===== src/rtl/fetch_stage.sv =====
// Instruction-fetch stage: program counter, IF/ID pipeline register with stall/flush
// handling, and saturating debug counters for stall and flush cycles.
module fetch_stage #(
   parameter logic [31:0] PC_RESET  = 32'h0040_0000,
   parameter int unsigned CNT_WIDTH = 16
) (
   input  logic                 clk,
   input  logic                 reset,
   input  logic                 PC_write_i,
   input  logic                 IFID_write_i,
   input  logic                 redirect_i,
   input  logic [31:0]          redirect_pc_i,
   input  logic [31:0]          instr_i,
   output logic [31:0]          pc_o,
   output logic [31:0]          pc_plus4_IFID_o,
   output logic [31:0]          instr_IFID_o,
   output logic                 valid_IFID_o,
   output logic [CNT_WIDTH-1:0] stall_count_o,
   output logic [CNT_WIDTH-1:0] flush_count_o
);

   localparam logic [CNT_WIDTH-1:0] CntOne = {{(CNT_WIDTH-1){1'b0}}, 1'b1};
   localparam logic [CNT_WIDTH-1:0] CntMax = {CNT_WIDTH{1'b1}};

   logic [31:0]          r_pc;
   logic [31:0]          r_instr;
   logic [31:0]          r_pc_plus4;
   logic                 r_valid;
   logic [CNT_WIDTH-1:0] r_stall_cnt;
   logic [CNT_WIDTH-1:0] r_flush_cnt;

   logic                 w_redir_eff;
   logic [31:0]          w_pc_plus4;

   // A branch held in ID by a stall is re-evaluated next cycle, so only act when not stalled.
   assign w_redir_eff = redirect_i & PC_write_i & IFID_write_i;
   assign w_pc_plus4  = r_pc + 32'd4;

   always_ff @(posedge clk) begin
      if (!reset) begin
         r_pc        <= PC_RESET;
         r_instr     <= 32'h0;
         r_pc_plus4  <= 32'h0;
         r_valid     <= 1'b0;
         r_stall_cnt <= '0;
         r_flush_cnt <= '0;
      end else begin
         if (w_redir_eff) begin
            r_pc <= {redirect_pc_i[31:2], 2'b00};
         end else if (PC_write_i) begin
            r_pc <= w_pc_plus4;
         end

         if (w_redir_eff) begin
            r_instr    <= 32'h0;
            r_pc_plus4 <= 32'h0;
            r_valid    <= 1'b0;
         end else if (IFID_write_i) begin
            r_instr    <= instr_i;
            r_pc_plus4 <= w_pc_plus4;
            r_valid    <= 1'b1;
         end

         if (!IFID_write_i && (r_stall_cnt != CntMax)) begin
            r_stall_cnt <= r_stall_cnt + CntOne;
         end
         if (w_redir_eff && (r_flush_cnt != CntMax)) begin
            r_flush_cnt <= r_flush_cnt + CntOne;
         end
      end
   end

   assign pc_o            = r_pc;
   assign pc_plus4_IFID_o = r_pc_plus4;
   assign instr_IFID_o    = r_instr;
   assign valid_IFID_o    = r_valid;
   assign stall_count_o   = r_stall_cnt;
   assign flush_count_o   = r_flush_cnt;

endmodule


===== config.mk =====
export PLATFORM = sky130hd
export DESIGN_NAME = fetch_stage
export DESIGN_NICKNAME = d
export VERILOG_FILES = /design/src/rtl/fetch_stage.sv
export SDC_FILE = /design/constraint.sdc
export NUM_CORES = 1
export LEC_CHECK = 0
export CORE_ASPECT_RATIO = 1.5
export CORE_MARGIN = 4
export CORE_UTILIZATION = 40
export CTS_CLUSTER_SIZE = 14
export DETAILED_ROUTE_END_ITERATION = 7
export PLACE_DENSITY = 0.72
export SLEW_MARGIN = 40
export SYNTH_ARGS = -nofsm -noshare
export SYNTH_HDL_FRONTEND = slang
export SYNTH_SLANG_ARGS = --single-unit

===== constraint.sdc =====
create_clock -name clk -period 3.7 [get_ports clk]
set_input_delay 0.555 -clock clk [delete_from_list [all_inputs] [get_ports clk]]
set_output_delay 0.555 -clock clk [all_outputs]
set_load 0.01 [all_outputs]

==> impl_metrics.csv, run 1 <==
group,metric,value,unit
grt,grt_overflow_total,0,
timing,finalCritPeriodShare,65.7,%
synth,synth_top_area_share,42.5,%
synth,post-synth-top-area-cell,"dfxtp_1",
worst_setup_path,end_kind,"flip-flop",
drt,wl_per_cell,16.2,µm
cts,worstSkewPairLatency,410,ps
timing,slew_violations,0,
grt,grt_max_degree,48,
drt,vias,5583,
layout,diodes,0,
synth,async_flop_share,0,%
synth,ys.flop_type,"dfxtp_1",
worst_setup_path,worst-endpoint-arrival,2770,ps
timing,worst_pin_slew,719,ps
cts,clockBufferDepth,2,
power_and_ir_drop,p_seq_share,42.4,%
power_and_ir_drop,internal-power,2.52,mW
cts,numCtsBuffers,17,
drt,drtIter0Drc,291,
power_and_ir_drop,combPwrFrac,12.5,%
grt,grt_pass1_wl,27800,µm
placed_design,port-buffer-count,191,
synth,synth_edf_count,0,
worst_setup_path,cp_data_required_time,4040,ps
floorplan,start_util,40.5,%
floorplan,rows,54,
timing,setup_viol,0,
synth,syn_inst,690,
min_path,min_path_type,"reg -> reg",
worst_setup_path,cpMaxStageDelayCell,"nor4_4",
drt,drc_errors,0,
synth,synth_area_leaders,"dfxtp_1 (43%), mux2i_1 (7.5%), nor2_1 (6.1%)",
cts,h-tree-depth,4,
grt,grt_use_total,20.8,%
synth,postSynthAreaPerCell,8.53,µm²
placed_design,dp_slack,1020,ps
timing,rsz0062_at_grt,"false",
synth,yosysMostFrequentCell,"dfxtp_1",
power_and_ir_drop,ir_drop,0.291,mV
floorplan,die_w,107,µm
worst_setup_path,crit_fanout,12,
synth,synth_seq_area_share,42.5,%
cts,clk_pin_slew_worst_paths,60,ps
timing,hold_ws,475,ps
synth,synth-seq-cells,125,
synth,synth_commonest_cells,"dfxtp_1 (125), nor2_1 (96), nand2_1 (52), mux2i_1 (44), clkbuf_1 (40)",
cts,cts_hold_buf,0,
placed_design,place_hpwl,12300,µm
timing,relSlewSlack,51.7,%
drt,viasPerCell,5.24,
timing,setup_ws,1270,ps
cts,cts_setup_buffers,0,
drt,first_pass_iters,5,
layout,areaGrowthSynthToFinish,43.4,%
layout,drive_gt1_share,6.09,%
run_status,outcome,"finished, final reports clean",
floorplan,die_h,157,µm
worst_setup_path,slowest_delay,680,ps
layout,nets,929,
worst_setup_path,path_class,"reg -> reg",
cts,cts_root_buf,"clkbuf_16",
worst_setup_path,crit_chain,"nand3_1 -> nor4_4 -> nand4_1 -> or3_1 -> a31oi_1",
layout,final_core_util,58.1,%
grt,grt_pass1_vias,5380,
timing,finalCriticalPeriod,2430,ps
power_and_ir_drop,clkPwrFrac,45.1,%
timing,final.setup.tns,0,ps
power_and_ir_drop,switchingPower,0.933,mW
drt,wirelength,17200,µm
grt,antenna_found_initial,0,
floorplan,io_pins,198,
min_path,hold_start,"valid_IFID_o$_SDFFE_PP0P_",
timing,hold_viol,0,
timing,fmax,0.411,GHz
power_and_ir_drop,p_sw_share,27.0,%
floorplan,dieArea,16800,µm²
worst_setup_path,cp-start-kind,"flip-flop",
cts,cts_sinks,125,
power_and_ir_drop,leakagePower,3.19,nW
job,cap_violations,0,
timing,fin_skew,9.38,ps
drt,postRouteAntennaNets,0,
floorplan,coreArea,14500,µm²
placed_design,gp_congestion,0.824,
worst_setup_path,cp-startpoint,"pc_o[10]$_SDFFE_PN0P_",
synth,synthDistinctLibCells,55,
synth,synth_area,5890,µm²
synth,ys_warn_count,0,
cts,cts-resized-gates,0,
cts,cts_tree,"yes",
worst_setup_path,r2r_start,"pc_o[10]$_SDFFE_PN0P_",
power_and_ir_drop,power_density,409,nW/µm²
power_and_ir_drop,finalPower,3.45,mW
## metal layers
metal	wire length (µm)	part of all wire, %	global-route usage, %
met4	385	2.2	7.86
met1	6830	40	23.8
met3	1340	7.8	7.10
met5	0	0	0
met2	8680	50	35.5
## flip-flops by register name (all words and copies together) (netlist names)
register         flops
flush_count_o       16
instr_IFID_o        32
pc_o                30
pc_plus4_IFID_o     30
stall_count_o       16
valid_IFID_o         1
## path summary, 6_finish.rpt
| check | end | slack [ps] | cells past startpoint |
|---|---|---|---|
| hold reg to reg | valid_IFID_o$_SDFFE_PP0P_ | 470 | 2 |
| setup / recovery | pc_o[30]$_SDFFE_PN0P_ | 1270 | 5 |
| setup reg to reg | pc_o[30]$_SDFFE_PN0P_ | 1270 | 5 |
| hold / removal | valid_IFID_o$_SDFFE_PP0P_ | 470 | 2 |
## kinds of logic after synthesis
family | synth area share (%)
AND/OR/NAND/NOR | 22.4
buffers and inverters | 4.59
other | 0.0637
AO/OA/AOI/OAI | 15.0
multiplexers | 7.48
adder cells (fa/ha/maj) | 0.638
XOR/XNOR | 7.29
flip-flops | 42.5
## power by group through the flow
| stage | clock, mW | sequential [mW] | combinational [mW] |
|---|---|---|---|
| 2_1_floorplan | 0 | 1.51 | 0.177 |
| 3_3_place_gp | 0 | 1.49 | 0.432 |
| 3_5_place_dp | 0 | 1.49 | 0.435 |
| 4_1_cts | 1.59 | 1.46 | 0.437 |
| 5_1_grt | 1.66 | 1.47 | 0.472 |
| 6_report | 1.56 | 1.46 | 0.432 |
## area by class of cell
cell class,count,area (µm²)
Clock buffer,17,425
Clock inverter,15,131
Fill cell,1288,6090
Inverter,8,30.0
Multi-Input combinational cell,505,3130
Sequential cell,125,2500
Tap cell,196,245
Timing Repair Buffer,200,1980
## placed cells by master (no fill, tap or decap), types with 3 or more instances in the layout
cell,Yosys,layout
inv_1,7,7
and4_1,9,9
nor3_1,13,13
and2_1,3,3
o31ai_1,4,4
mux2i_1,44,44
and3_1,20,20
o2111ai_1,3,3
a22oi_1,10,10
a31oi_1,5,5
clkinv_4,0,7
conb_1,1,4
xnor2_1,19,19
inv_6,0,4
or3_1,4,4
xor2_1,30,30
nor2_1,96,95
clkdlybuf4s50_1,0,190
clkbuf_16,0,17
o22ai_1,5,5
dfxtp_1,125,125
o211ai_1,7,7
a21oi_1,35,35
nand2_1,52,52
nor4_1,5,5
or4_1,3,3
a211oi_1,14,14
nand4_1,17,17
o21ai_0,37,37
nand3b_1,3,3
a31o_2,3,3
nand3_1,30,30
buf_4,4,10
ha_1,3,3
## through the flow
stage | cells | instance area (µm²)
floorplan | 693 | 5900
global placement | 1034 | 7880
detailed placement | 1034 | 7880
finish | 1066 | 8440
global route | 1066 | 8440
CTS | 1066 | 8440
## critical path, delay by kind of cell, from the launching register on
kind / cells / cell delay (ps)
flops: 1 / 510
compound gates: 1 / 160
simple gates: 4 / 1670
No activity file was read; power rests on OpenSTA's default activity.
==> run 2: changes to the inputs <==
clock period = 2.3 ns   (was 3.7 ns; I/O delays follow)
==> impl_metrics.csv, run 2 (synthesized netlist as in run 1, its figures left out) <==
group,metric,value,unit
placed_design,gp_congestion,0.770,
grt,grt_pass1_vias,5617,
worst_setup_path,path_class,"reg -> reg",
layout,layout_common_cells,"clkdlybuf4s50_1 (190), dfxtp_1 (125), nor2_1 (95)",
timing,finalCriticalPeriod,2040,ps
floorplan,die_w,107,µm
drt,postRouteAntennaNets,0,
grt,grt_use_total,20.7,%
drt,drtIter0Drc,226,
grt,grt_max_degree,74,
floorplan,rows,54,
cts,clk_pin_slew_worst_paths,60,ps
cts,cts_hold_buf,0,
power_and_ir_drop,ir_drop,0.564,mV
floorplan,die_h,157,µm
min_path,min_path_type,"in -> reg",
grt,grt_pass1_wl,28000,µm
floorplan,io_pins,198,
cts,cts_tree,"yes",
worst_setup_path,r2r_start,"pc_o[11]$_SDFFE_PN0P_",
layout,nets,946,
cts,worstSkewPairLatency,410,ps
power_and_ir_drop,leakagePower,3.30,nW
drt,drc_errors,0,
placed_design,place_hpwl,12500,µm
drt,vias,5658,
worst_setup_path,slowest_delay,460,ps
worst_setup_path,worst-endpoint-arrival,2380,ps
worst_setup_path,cp-start-kind,"flip-flop",
timing,finalCritPeriodShare,88.7,%
floorplan,dieArea,16800,µm²
worst_setup_path,r2r_end,"pc_o[30]$_SDFFE_PN0P_",
layout,fill_cells,1306,
floorplan,coreArea,14500,µm²
worst_setup_path,crit_path_end,"pc_o[30]$_SDFFE_PN0P_",
cts,cts-resized-gates,0,
timing,final.setup.tns,0,ps
floorplan,start_util,40.5,%
cts,cts_root_buf,"clkbuf_16",
layout,areaGrowthSynthToFinish,46.6,%
cts,h-tree-depth,4,
cts,numCtsBuffers,17,
grt,antenna_found_initial,0,
cts,clockBufferDepth,2,
power_and_ir_drop,finalPower,5.74,mW
timing,relSlewSlack,55.0,%
timing,rsz0062_at_grt,"false",
worst_setup_path,cpMaxStageDelayCell,"dfxtp_1",
worst_setup_path,cp_data_required_time,2640,ps
drt,viasPerCell,5.22,
cts,cts_sinks,125,
worst_setup_path,crit_fanout,12,
layout,largest_reg_flops,32,
run_status,outcome,"finished, final reports clean",
worst_setup_path,end_kind,"flip-flop",
layout,diodes,0,
layout,layout_commonest_cell,"clkdlybuf4s50_1",
grt,grt_overflow_total,0,
timing,fin_skew,8.39,ps
power_and_ir_drop,power_density,666,nW/µm²
worst_setup_path,r2r_slack,260,ps
timing,fmax,0.490,GHz
worst_setup_path,crit_chain,"nand3_1 -> nor4_4 -> buf_4 -> nand4_1 -> or3_1 -> a31oi_1",
timing,slew_violations,0,
timing,setup_viol,0,
placed_design,port-buffer-count,191,
job,cap_violations,0,
timing,hold_viol,0,
drt,first_pass_iters,5,
cts,cts_setup_buffers,0,
layout,drive_gt1_share,7.89,%
worst_setup_path,cp-startpoint,"pc_o[11]$_SDFFE_PN0P_",
drt,wl_per_cell,16.1,µm
drt,wirelength,17400,µm
timing,worst_pin_slew,674,ps
worst_setup_path,reg2regPathDepth,6,
[run 2: cell count changes in the layout (fill, tap and decap cells not counted), sizes merged]
cell,change
bufinv,+2
buf,+17
clkinv,-3
clkinvlp,+2
inv,-1
[run 2: metal layers]
layer	track usage [%]	vias to the layer above	share of wire (%)
met5	0	-	0
met4	7.86	0	2.6
met3	6.15	26	6.8
met2	36.6	172	51
met1	23.3	2629	40
li1	-	2831	-
[run 2: area by class of cell]
cell class	count	area [µm²]	area share (%)
multi-input cells	505	3130	36.2
flip-flops and latches	125	2500	29.0
repair buffers	217	2130	24.7
clock buffers	17	425	4.93
well taps	196	245	2.84
clock inverters	15	163	1.89
inverters	8	30.0	0.348
[run 2: power by group]
part	internal [mW]	switching (mW)
Combinational	0.394	0.332
Sequential	2.26	0.0812
Clock	1.61	1.06
[run 2: how the worst min path moves through the flow]
stage,start,endpoint,cells past startpoint,slack [ps]
floorplan,valid_IFID_o$_SDFFE_PP0P_,valid_IFID_o$_SDFFE_PP0P_,2,490
global placement,valid_IFID_o$_SDFFE_PP0P_,valid_IFID_o$_SDFFE_PP0P_,2,450
detailed placement,valid_IFID_o$_SDFFE_PP0P_,valid_IFID_o$_SDFFE_PP0P_,2,470
CTS,IFID_write_i,stall_count_o[2]$_SDFFE_PN0P_,4,340
global route,IFID_write_i,stall_count_o[1]$_SDFFE_PN0P_,3,390
finish,IFID_write_i,stall_count_o[1]$_SDFFE_PN0P_,3,360
[run 2: worst max-delay path: cells and delay by family (launching register included)]
family | cells | cell delay [ps]
flip-flops | 1 | 460
AND/OR/NAND/NOR | 4 | 1140
AO/OA/AOI/OAI | 1 | 150
buffers and inverters | 1 | 230
[run 2: per-stage QoR]
stage / utilization, % / setup slack (ps) / hold WS (ps) / std cells / instance area (µm²)
2_1_floorplan: - / 427 / 490 / 693 / 5900
3_3_place_gp: 55.3 / 45.0 / 445 / 1051 / 8030
3_5_place_dp: 55.3 / 203 / 472 / 1051 / 8040
4_1_cts: 59.4 / 279 / 339 / 1083 / 8630
5_1_grt: 59.4 / 106 / 391 / 1083 / 8630
6_report: 59.4 / 261 / 356 / 1083 / 8630
==> run 3: changes to the inputs <==
ABC_CLOCK_PERIOD_IN_PS = 2540   (was default)
CTS_BUF_LIST = sky130_fd_sc_hd__clkbuf_4   (was default)
clock period = 2.54 ns   (was 2.3 ns; I/O delays follow)
==> impl_metrics.csv, run 3 (synthesized netlist as in run 1, its figures left out) <==
group,metric,value,unit
cts,cts_setup_buffers,0,
placed_design,place_area,8000,µm²
timing,finalCriticalPeriod,2080,ps
worst_setup_path,cp_data_required_time,3000,ps
run_status,outcome,"finished, final reports clean",
layout,nets,942,
floorplan,io_pins,198,
drt,vias,5629,
layout,multi_input_area,3120,µm²
power_and_ir_drop,power_density,508,nW/µm²
cts,numCtsBuffers,17,
worst_setup_path,end_kind,"flip-flop",
layout,layout_commonest_cell,"clkdlybuf4s50_1",
layout,drive_gt1_share,7.25,%
timing,worst_pin_slew,596,ps
timing,fmax,0.480,GHz
min_path,min_path_type,"in -> reg",
timing,fin_skew,24.9,ps
power_and_ir_drop,leakagePower,3.14,nW
worst_setup_path,worst-endpoint-arrival,2540,ps
floorplan,coreArea,14500,µm²
layout,largest_reg_flops,32,
timing,final.setup.tns,0,ps
grt,grt_pass1_wl,28000,µm
timing,finalCritPeriodShare,82.0,%
timing,rsz0062_at_grt,"false",
cts,clk_pin_slew_worst_paths,130,ps
cts,cts-resized-gates,0,
floorplan,rows,54,
layout,ff_latch_area,2500,µm²
layout,areaGrowthSynthToFinish,40.9,%
layout,stdcell_count,1080,
cts,cts_root_buf,"clkbuf_4",
floorplan,die_h,157,µm
timing,relSlewSlack,59.9,%
drt,wirelength,17400,µm
placed_design,post-place-cells,1047,
floorplan,start_util,40.5,%
placed_design,gp_congestion,0.825,
placed_design,place_hpwl,12700,µm
drt,first_pass_iters,5,
worst_setup_path,crit_fanout,8,
cts,worstSkewPairLatency,520,ps
drt,wl_per_cell,16.1,µm
layout,fill_cells,1337,
placed_design,port-buffer-count,191,
floorplan,dieArea,16800,µm²
drt,postRouteAntennaNets,0,
cts,cts_tree,"yes",
timing,slew_violations,0,
grt,grt_max_degree,71,
grt,grt_use_total,20.8,%
drt,drc_errors,0,
drt,drtIter0Drc,238,
worst_setup_path,path_class,"reg -> reg",
power_and_ir_drop,ir_drop,0.389,mV
cts,clockBufferDepth,2,
worst_setup_path,cp-start-kind,"flip-flop",
cts,cts_sinks,125,
cts,cts_hold_buf,0,
timing,setup_viol,0,
layout,layout_common_cells,"clkdlybuf4s50_1 (190), dfxtp_1 (125), nor2_1 (96)",
cts,h-tree-depth,4,
power_and_ir_drop,finalPower,4.21,mW
grt,antenna_found_initial,1,
layout,final_core_util,57.1,%
timing,hold_viol,0,
layout,stdcell_area,8290,µm²
floorplan,die_w,107,µm
grt,grt_pass1_vias,5561,
job,cap_violations,0,
drt,viasPerCell,5.21,
grt,grt_overflow_total,0,
-- run 3: power breakdown --
part | internal (mW) | switching (mW) | total, mW | leakage (nW)
logic | 0.355 | 0.295 | 0.651 | 1.97
registers | 2.05 | 0.0771 | 2.13 | 1.02
clock network | 0.599 | 0.837 | 1.44 | 0.145
-- run 3: worst max-delay path, stage by stage (launching register included) --
cell and delay (ps):
dfxtp_1 440, ha_1 270, nand3_1 170, nor2_2 390, nand4_1 220, or3_1 380
a31oi_1 160
-- run 3: per-stage QoR --
step / hold slack (ps) / setup slack [ps]
6_report: 232 / 457
4_1_cts: 207 / 425
3_5_place_dp: 460 / 418
5_1_grt: 204 / 262
2_1_floorplan: 490 / 667
3_3_place_gp: 446 / 468
-- run 3: final timing paths --
| path | from | endpoint | slack (ps) | cells past startpoint |
|---|---|---|---|---|
| setup / recovery | pc_o[2]$_SDFFE_PN0P_ | pc_o[30]$_SDFFE_PN0P_ | 460 | 6 |
| setup reg to reg | pc_o[2]$_SDFFE_PN0P_ | pc_o[30]$_SDFFE_PN0P_ | 460 | 6 |
| hold reg to reg | valid_IFID_o$_SDFFE_PP0P_ | valid_IFID_o$_SDFFE_PP0P_ | 480 | 2 |
| hold / removal | IFID_write_i | pc_plus4_IFID_o[28]$_SDFFE_PP0P_ | 230 | 2 |
-- run 3: cell type report --
type / count / area share [%]
multi-input combinational: 505 / 37.7
sequential: 125 / 30.2
timing repair buffer: 213 / 25.3
tap: 196 / 2.96
clock inverter: 15 / 1.96
clock buffer: 17 / 1.54
inverter: 8 / 0.362
antenna: 1 / 0.0302
-- run 3: routing by layer --
layer | vias up | wire (µm) | GRT usage [%]
met5 | - | 0 | 0
met4 | 0 | 353 | 7.43
met3 | 22 | 1420 | 6.77
met2 | 187 | 8920 | 36.3
met1 | 2603 | 6660 | 23.8
li1 | 2817 | - | -
